===== src/rtl/aximm_pkg.sv =====
// -----------------------------------------------------------------------------
// aximm_pkg
// Shared definitions for the AXI4 burst writer: the FSM state encoding, the
// AXI protocol constants and a small helper for burst length selection.
// No ports (package).
// -----------------------------------------------------------------------------
package aximm_pkg;

    typedef enum logic [2:0] {
        ST_IDLE,
        ST_ADDR,
        ST_DATA,
        ST_RESP,
        ST_DONE
    } wr_state_t;

    localparam logic [1:0]  BURST_INCR  = 2'b01;
    localparam logic [1:0]  RESP_OKAY   = 2'b00;
    localparam int unsigned BOUNDARY_4K = 4096;

    function automatic logic [31:0] min3(input logic [31:0] a,
                                         input logic [31:0] b,
                                         input logic [31:0] c);
        logic [31:0] m;
        m = (a < b) ? a : b;
        return (m < c) ? m : c;
    endfunction

endpackage


===== src/rtl/wbeat_skid.sv =====
// -----------------------------------------------------------------------------
// wbeat_skid
// Two-entry valid/ready buffer holding write beats (data + last flag) between
// the FIFO read side and the AXI W channel. Slot 0 is always the head, so the
// presented beat only changes when it is consumed or when the buffer was empty.
//
// Ports:
//   ap_clk, ap_rst_n          clock, asynchronous active-low reset
//   in_valid/in_ready         push handshake, in_data/in_last beat contents
//   out_valid/out_ready       pop handshake, out_data/out_last head beat
//   count                     current occupancy (0..2)
// -----------------------------------------------------------------------------
module wbeat_skid #(
    parameter int WIDTH = 8
) (
    input  logic             ap_clk,
    input  logic             ap_rst_n,
    input  logic             in_valid,
    input  logic [WIDTH-1:0] in_data,
    input  logic             in_last,
    output logic             in_ready,
    output logic             out_valid,
    output logic [WIDTH-1:0] out_data,
    output logic             out_last,
    input  logic             out_ready,
    output logic [1:0]       count
);

    logic [WIDTH-1:0] data0_q, data1_q;
    logic             last0_q, last1_q;
    logic [1:0]       cnt_q;
    logic             push, pop;

    assign in_ready  = (cnt_q != 2'd2);
    assign out_valid = (cnt_q != 2'd0);
    assign out_data  = data0_q;
    assign out_last  = last0_q;
    assign count     = cnt_q;

    assign push = in_valid && in_ready;
    assign pop  = out_valid && out_ready;

    always_ff @(posedge ap_clk or negedge ap_rst_n) begin
        if (!ap_rst_n) begin
            cnt_q   <= 2'd0;
            data0_q <= '0;
            data1_q <= '0;
            last0_q <= 1'b0;
            last1_q <= 1'b0;
        end else begin
            if (push && pop) begin
                // Only reachable with one entry: the new beat becomes the head.
                data0_q <= in_data;
                last0_q <= in_last;
            end else if (pop) begin
                data0_q <= data1_q;
                last0_q <= last1_q;
                cnt_q   <= cnt_q - 2'd1;
            end else if (push) begin
                if (cnt_q == 2'd0) begin
                    data0_q <= in_data;
                    last0_q <= in_last;
                end else begin
                    data1_q <= in_data;
                    last1_q <= in_last;
                end
                cnt_q <= cnt_q + 2'd1;
            end
        end
    end

endmodule


===== src/rtl/aximm_burst_writer.sv =====
// -----------------------------------------------------------------------------
// aximm_burst_writer
// Streams data popped from a FIFO to memory over an AXI4 write master. Each
// pass writes `size` bytes (whole beats only) starting at dst_addr, split into
// INCR bursts that never exceed MAX_BURST beats nor cross a 4 KB boundary. The
// pass is repeated `times` times. One burst is outstanding at a time.
//
// Ports:
//   ap_clk, ap_rst_n          clock, asynchronous active-low reset
//   ap_start/ap_ready         start request / start-accepted pulse
//   ap_done/ap_idle           completion pulse / idle status
//   dst_addr, size, times     job parameters, latched on start
//   err                       sticky error: any non-OKAY BRESP in the job
//   fifo_rd_en/fifo_rd_data   FIFO pop, data valid the cycle after the pop
//   fifo_empty                FIFO empty flag
//   m_axi_AW*/W*/B*           AXI4 write address, data and response channels
// -----------------------------------------------------------------------------
module aximm_burst_writer
    import aximm_pkg::*;
#(
    parameter int WIDTH      = 8,
    parameter int ADDR_WIDTH = 64,
    parameter int ID_WIDTH   = 1,
    parameter int MAX_BURST  = 16
) (
    input  logic                  ap_clk,
    input  logic                  ap_rst_n,
    input  logic                  ap_start,
    output logic                  ap_done,
    output logic                  ap_idle,
    output logic                  ap_ready,
    input  logic [ADDR_WIDTH-1:0] dst_addr,
    input  logic [31:0]           size,
    input  logic [31:0]           times,
    output logic                  err,
    output logic                  fifo_rd_en,
    input  logic [WIDTH-1:0]      fifo_rd_data,
    input  logic                  fifo_empty,
    output logic                  m_axi_AWVALID,
    input  logic                  m_axi_AWREADY,
    output logic [ADDR_WIDTH-1:0] m_axi_AWADDR,
    output logic [ID_WIDTH-1:0]   m_axi_AWID,
    output logic [7:0]            m_axi_AWLEN,
    output logic [2:0]            m_axi_AWSIZE,
    output logic [1:0]            m_axi_AWBURST,
    output logic                  m_axi_WVALID,
    input  logic                  m_axi_WREADY,
    output logic [WIDTH-1:0]      m_axi_WDATA,
    output logic [WIDTH/8-1:0]    m_axi_WSTRB,
    output logic                  m_axi_WLAST,
    input  logic                  m_axi_BVALID,
    output logic                  m_axi_BREADY,
    input  logic [1:0]            m_axi_BRESP,
    input  logic [ID_WIDTH-1:0]   m_axi_BID
);

    localparam int BYTES = WIDTH / 8;
    localparam int SZ    = $clog2(BYTES);

    wr_state_t             state_q, state_d;
    logic [ADDR_WIDTH-1:0] base_q, addr_q;
    logic [31:0]           times_q, pass_beats_q, rem_q;
    logic [8:0]            blen_q, popped_q, pushed_q;
    logic                  inflight_q;
    logic                  err_q;

    logic [31:0] beats;
    logic [12:0] bnd_bytes;
    logic [31:0] bnd_beats, cur_len, len_m1;
    logic        zero_job, pass_end, final_burst;
    logic        awvalid, rd_en, bready;
    logic        skid_in_ready, skid_valid, skid_last, skid_in_last;
    logic [1:0]  skid_cnt;
    logic        unused_ok;

    assign beats = size >> SZ;

    // Beats remaining before the next 4 KB boundary from the current address.
    assign bnd_bytes = 13'(BOUNDARY_4K) - {1'b0, addr_q[11:0]};
    assign bnd_beats = 32'(bnd_bytes >> SZ);
    assign cur_len   = min3(rem_q, 32'(MAX_BURST), bnd_beats);
    assign len_m1    = cur_len - 32'd1;

    assign zero_job    = (pass_beats_q == 32'd0) || (times_q == 32'd0);
    assign pass_end    = (rem_q == {23'd0, blen_q});
    assign final_burst = pass_end && (times_q == 32'd1);

    assign unused_ok = ^{cur_len[31:9], len_m1[31:8], m_axi_BID};

    // FSM state register
    always_ff @(posedge ap_clk or negedge ap_rst_n) begin
        if (!ap_rst_n) state_q <= ST_IDLE;
        else           state_q <= state_d;
    end

    // FSM next state and control outputs
    always_comb begin
        state_d  = state_q;
        ap_ready = 1'b0;
        awvalid  = 1'b0;
        rd_en    = 1'b0;
        bready   = 1'b0;
        case (state_q)
            ST_IDLE: begin
                if (ap_start) begin
                    ap_ready = 1'b1;
                    state_d  = ST_ADDR;
                end
            end
            ST_ADDR: begin
                // An empty job is detected here, once the parameters are latched.
                if (zero_job) begin
                    state_d = ST_DONE;
                end else begin
                    awvalid = 1'b1;
                    if (m_axi_AWREADY) state_d = ST_DATA;
                end
            end
            ST_DATA: begin
                // Never request more than the buffer can absorb, counting the
                // read whose data has not arrived yet.
                rd_en = !fifo_empty &&
                        (({1'b0, skid_cnt} + {2'b00, inflight_q}) < 3'd2) &&
                        (popped_q < blen_q);
                if (skid_valid && m_axi_WREADY && skid_last) state_d = ST_RESP;
            end
            ST_RESP: begin
                bready = 1'b1;
                if (m_axi_BVALID) state_d = final_burst ? ST_DONE : ST_ADDR;
            end
            ST_DONE: state_d = ST_IDLE;
            default: state_d = ST_IDLE;
        endcase
    end

    // Job/burst bookkeeping
    always_ff @(posedge ap_clk or negedge ap_rst_n) begin
        if (!ap_rst_n) begin
            base_q       <= '0;
            addr_q       <= '0;
            times_q      <= '0;
            pass_beats_q <= '0;
            rem_q        <= '0;
            blen_q       <= '0;
            popped_q     <= '0;
            pushed_q     <= '0;
            inflight_q   <= 1'b0;
            err_q        <= 1'b0;
        end else begin
            inflight_q <= rd_en;
            if (state_q == ST_IDLE && ap_start) begin
                base_q       <= dst_addr;
                addr_q       <= dst_addr;
                times_q      <= times;
                pass_beats_q <= beats;
                rem_q        <= beats;
                err_q        <= 1'b0;
            end
            if (awvalid && m_axi_AWREADY) begin
                blen_q   <= cur_len[8:0];
                popped_q <= '0;
                pushed_q <= '0;
            end else begin
                if (rd_en)      popped_q <= popped_q + 9'd1;
                if (inflight_q) pushed_q <= pushed_q + 9'd1;
            end
            if (state_q == ST_RESP && m_axi_BVALID) begin
                if (m_axi_BRESP != RESP_OKAY) err_q <= 1'b1;
                if (pass_end) begin
                    times_q <= times_q - 32'd1;
                    addr_q  <= base_q;
                    rem_q   <= pass_beats_q;
                end else begin
                    addr_q <= addr_q + (ADDR_WIDTH'(blen_q) << SZ);
                    rem_q  <= rem_q - {23'd0, blen_q};
                end
            end
        end
    end

    assign skid_in_last = (pushed_q == blen_q - 9'd1);

    wbeat_skid #(.WIDTH(WIDTH)) u_skid (
        .ap_clk    (ap_clk),
        .ap_rst_n  (ap_rst_n),
        .in_valid  (inflight_q),
        .in_data   (fifo_rd_data),
        .in_last   (skid_in_last),
        .in_ready  (skid_in_ready),
        .out_valid (skid_valid),
        .out_data  (m_axi_WDATA),
        .out_last  (skid_last),
        .out_ready (m_axi_WREADY),
        .count     (skid_cnt)
    );

    logic unused_in_ready;
    assign unused_in_ready = skid_in_ready;

    assign ap_done       = (state_q == ST_DONE);
    assign ap_idle       = (state_q == ST_IDLE);
    assign err           = err_q;
    assign fifo_rd_en    = rd_en;
    assign m_axi_AWVALID = awvalid;
    assign m_axi_AWADDR  = addr_q;
    assign m_axi_AWLEN   = awvalid ? len_m1[7:0] : 8'd0;
    assign m_axi_AWID    = '0;
    assign m_axi_AWSIZE  = 3'(SZ);
    assign m_axi_AWBURST = BURST_INCR;
    assign m_axi_WVALID  = skid_valid;
    assign m_axi_WLAST   = skid_last;
    assign m_axi_WSTRB   = '1;
    assign m_axi_BREADY  = bready;

endmodule


===== config.mk =====
export PLATFORM = sky130hd
export DESIGN_NAME = aximm_burst_writer
export DESIGN_NICKNAME = d
export VERILOG_FILES = /design/src/rtl/aximm_pkg.sv /design/src/rtl/wbeat_skid.sv /design/src/rtl/aximm_burst_writer.sv
export SDC_FILE = /design/constraint.sdc
export NUM_CORES = 1
export LEC_CHECK = 0
export CAP_MARGIN = 20
export CORE_MARGIN = 1
export CORE_UTILIZATION = 40
export DETAILED_ROUTE_END_ITERATION = 10
export HOLD_SLACK_MARGIN = 0.02
export PLACE_DENSITY_LB_ADDON = 0.3
export SYNTH_ARGS = -nofsm -noshare
export SYNTH_HDL_FRONTEND = slang
export SYNTH_HIERARCHICAL = 1
export SYNTH_SLANG_ARGS = --single-unit
export TNS_END_PERCENT = 1

===== constraint.sdc =====
create_clock -name ap_clk -period 6.3 [get_ports ap_clk]
set_clock_uncertainty 0.2 [all_clocks]
set_input_delay 0.63 -clock ap_clk [delete_from_list [all_inputs] [get_ports ap_clk]]
set_output_delay 0.63 -clock ap_clk [all_outputs]
set_load 0.01 [all_outputs]

==> impl_metrics.py <==
metrics = {
    "sta": {
        "min_period_over_period_pct": 94.1,
        "rsz0062_at_grt": "no",
        "tightestPinTransition_ns": 1.16,
        "worst_slew_margin_rel_pct": 22.5,
        "timing.hold.ws_ns": 0.273,
        "setup_tns_ns": 0,
        "fmax_mhz": 169,
        "period_minus_slack_ns": 5.93,
        "finalMaxSlewViolations": 0,
        "hold_violations": 0,
        "finalSetupViolations": 0,
    },
    "floorplan": {
        "start_util_pct": 40.5,
        "num_io_pins": 242,
        "core_area_um2": 40700,
        "num_rows": 74,
        "die_h_um": 205,
        "die_area_um2": 42000,
        "die_w_um": 205,
    },
    "setup_path": {
        "slowest_delay_ns": 0.55,
        "critPathRequiredTime_ns": 5.47,
        "cp_top_family": "simple AND/OR/NAND/NOR gates",
        "cp_slowest_cell": "or4_1",
        "worst-path-buf-inv": 3,
        "end_kind": "primary output",
        "reg2reg_depth": 10,
        "worst-path-max-fanout": 8,
        "cp.depth": 17,
        "crit_type": "reg2out",
        "start_kind": "flop",
        "crit_path_cell_trace": "or4_1 -> or4_4 -> nor3_1 -> buf_4 -> inv_1 -> nor2_1 -> ha_1 -> a21o_1 -> a221oi_1 -> o21ai_1 -> a21oi_2 -> mux2i_2 -> ha_4 -> and2_1 -> o211ai_1 -> nand2_1 -> clkdlybuf4s50_1",
        "critPathArrivalTime_ns": 5.10,
    },
    "clocking": {
        "cts_buffers": 31,
        "insertion_delay_ns": 0.60,
        "post_cts_buffers": 0,
        "cts_sinks": 276,
        "clkTransAtPathRegs_ns": 0.06,
        "cts_root_buf": "clkbuf_16",
        "clock_path_buffers": 3,
        "htreeDepth": 1,
        "cts_tree": "built",
    },
    "power": {
        "vdd_drop_max_mv": 0.269,
        "cellLeakagePower_nw": 8.73,
        "p_per_area_nw_per_um2": 501,
    },
    "placed_design": {
        "dpl.hpwl_mm": 35.2,
        "portBuffers": 233,
        "placed_cell_area_um2": 19300,
        "place.gp.congestion": 0.915,
    },
    "synthesis": {
        "synth-adder-area-share_pct": 3.73,
        "syn_avg_cell_area_um2": 8.46,
        "syn_inst": 1950,
        "async_flop_share_pct": 100,
        "syn_area_um2": 16500,
        "ys_seq_area_share_pct": 41.9,
        "synth.area.mux_share_pct": 2.38,
        "synth_compound_area_share_pct": 16.6,
        "synth_xor_area_share_pct": 5.95,
        "synthTopCellsByArea": "dfrtp_1, nand2_1, ha_1",
        "synth_top_family_by_area": "simple AND/OR/NAND/NOR gates",
        "synth_top_area_share_pct": 41.9,
        "yosys.area_share.simple_pct": 25.2,
        "synth-seq-cells": 276,
        "synthFlopType": "dfrtp_1",
        "yosys.area.top_type": "dfrtp_1",
        "yosysWarnings": 6,
        "netlist-cell-type-count": 76,
        "synth_edf_count": 0,
    },
    "global_route": {
        "grt_pass1_wl_mm": 81.2,
        "grt_usage_pct": 24.2,
        "grt_pass1_vias": 14834,
        "antenna_found_initial": 5,
        "grt_remaining_overflow": 0,
        "grt_max_degree": 169,
    },
    "route": {
        "post_drt_wl_per_cell_um": 18.9,
        "vias": 15206,
        "drt-initial-drc-count": 1100,
        "viasPerCell": 5.64,
        "totalWireLength_mm": 51.0,
        "drt_pass1_iterations": 5,
        "ant_nets": 0,
        "remaining_drc_errors": 0,
    },
    "cells_and_area": {
        "drive_above_1_share_pct": 5.68,
        "num_antenna_cells": 0,
        "multi_input_area_um2": 9030,
        "synthToLayoutAreaGrowth_pct": 23.7,
        "seq_area_um2": 6910,
        "stdcell_area_um2": 20400,
        "nFillCells": 3821,
        "layout.nets": 2334,
    },
    "hold_path": {
        "hold_class": "reg2reg",
        "holdPathStages": 2,
    },
    "outcome": {
        "status": "completed",
    },
    "job": {
        "max-cap-violations": 0,
    },
}
where the power goes:
part	internal [mW]	total, mW	switching (mW)
combinational	2.18	4.79	2.61
sequential	2.59	3.51	0.929
clock	1.12	1.92	0.793
total	5.89	10.2	4.33
cell usage in the layout (no fill, tap or decap), types with 34 or more instances in the layout:
cell type	instances
a21oi_1	95
clkdlybuf4s50_1	230
dfrtp_1	276
ha_1	45
inv_1	45
nand2_1	415
nand3_1	83
nor2_1	145
nor3_1	72
o21ai_0	78
o31ai_1	34
xnor2_1	58
xor2_1	54
layout make-up:
type	count	area share, %
tap	532	3.26
timing repair buffer	253	12.4
clock inverter	15	0.877
sequential	276	33.9
multi-input combinational	1529	44.3
inverter	49	0.914
clock buffer	42	4.40
metal layers:
layer | track usage [%] | vias up | wire [µm]
met2 | 39.8 | 480 | 23800
met3 | 5.33 | 92 | 3500
li1 | - | 7306 | -
met1 | 31.4 | 7318 | 22100
met4 | 8.25 | 10 | 1520
met5 | 0 | - | 74
final timing paths:
| path | from | endpoint | slack (ns) |
|---|---|---|---|
| setup / recovery | rem_q[23]$_DFFE_PN0P_ | m_axi_AWLEN[2] | 0.37 |
| hold / removal | base_q[58]$_DFFE_PN0P_ | base_q[58]$_DFFE_PN0P_ | 0.27 |
| setup reg to reg | blen_q[0]$_DFFE_PN0P_ | m_axi_AWADDR[40]$_DFFE_PN0P_ | 2.05 |
| hold reg to reg | base_q[58]$_DFFE_PN0P_ | base_q[58]$_DFFE_PN0P_ | 0.27 |
| max in group asynchronous | ap_rst_n | m_axi_AWADDR[1]$_DFFE_PN0P_ | 4.11 |
| min in group asynchronous | ap_rst_n | times_q[19]$_DFF_PN0_ | 0.39 |
what timing repair did:
item / in CTS / in global routing
endpoints found under the hold margin: 77 / 0
setup endpoints to repair: 2 / 3
hold buffers: 1 / 0
gates resized for setup: 5 / 8
pin swaps: 0 / 0
cell usage after synthesis (all sizes together) (8+ instances only):
cell type	count
or2	10
nand2b	15
nand4	33
a21oi	96
a211oi	20
inv	48
nand3	84
or3	12
buf	36
xnor2	58
nand2	418
and2	15
a221oi	24
clkbuf	73
o21a	8
or4	11
o311a	8
xor2	54
nor3	73
mux2	10
nor2	147
o21ai	83
and4	8
nor4	37
a21o	15
o31ai	34
dfrtp	276
o211ai	19
ha	46
and3	25
mux2i	28
a31oi	28
a311oi	11
through the flow:
| stage | worst slack (ns) | util (%) | instances | power [mW] |
|---|---|---|---|---|
| after global routing | 0.171 | 50.1 | 2696 | 11.0 |
| final | 0.374 | 50.1 | 2696 | 10.2 |
| after floorplan | 1.06 | - | 1963 | 6.49 |
| after detailed placement | 0.469 | 47.3 | 2638 | 8.26 |
| after CTS | 0.0367 | 50.0 | 2696 | 10.2 |
| after global placement | 0.521 | 47.3 | 2638 | 8.13 |
sequential cells by signal, indices dropped and copies added (netlist names), 2 cells and up:
register / flops
u_skid/count: 2
base_q: 64
times_q: 32
u_skid/data1_q: 8
blen_q: 9
popped_q: 9
m_axi_AWADDR: 64
u_skid/out_data: 8
pushed_q: 9
rem_q: 32
pass_beats_q: 32
state_q: 3
worst min-delay path, cell delays in order, from the launching register on:
cell     delay (ns)
dfrtp_1        0.34
nand2_1        0.05
nand2_1        0.05
logic make-up after synthesis:
logic type / Yosys count
compound gates: 409
flops: 276
mux: 38
other cells: 2
buf+inv: 158
xor+xnor: 112
fa+ha+maj: 48
simple gates: 907
Power figures use the tool's default switching activity.
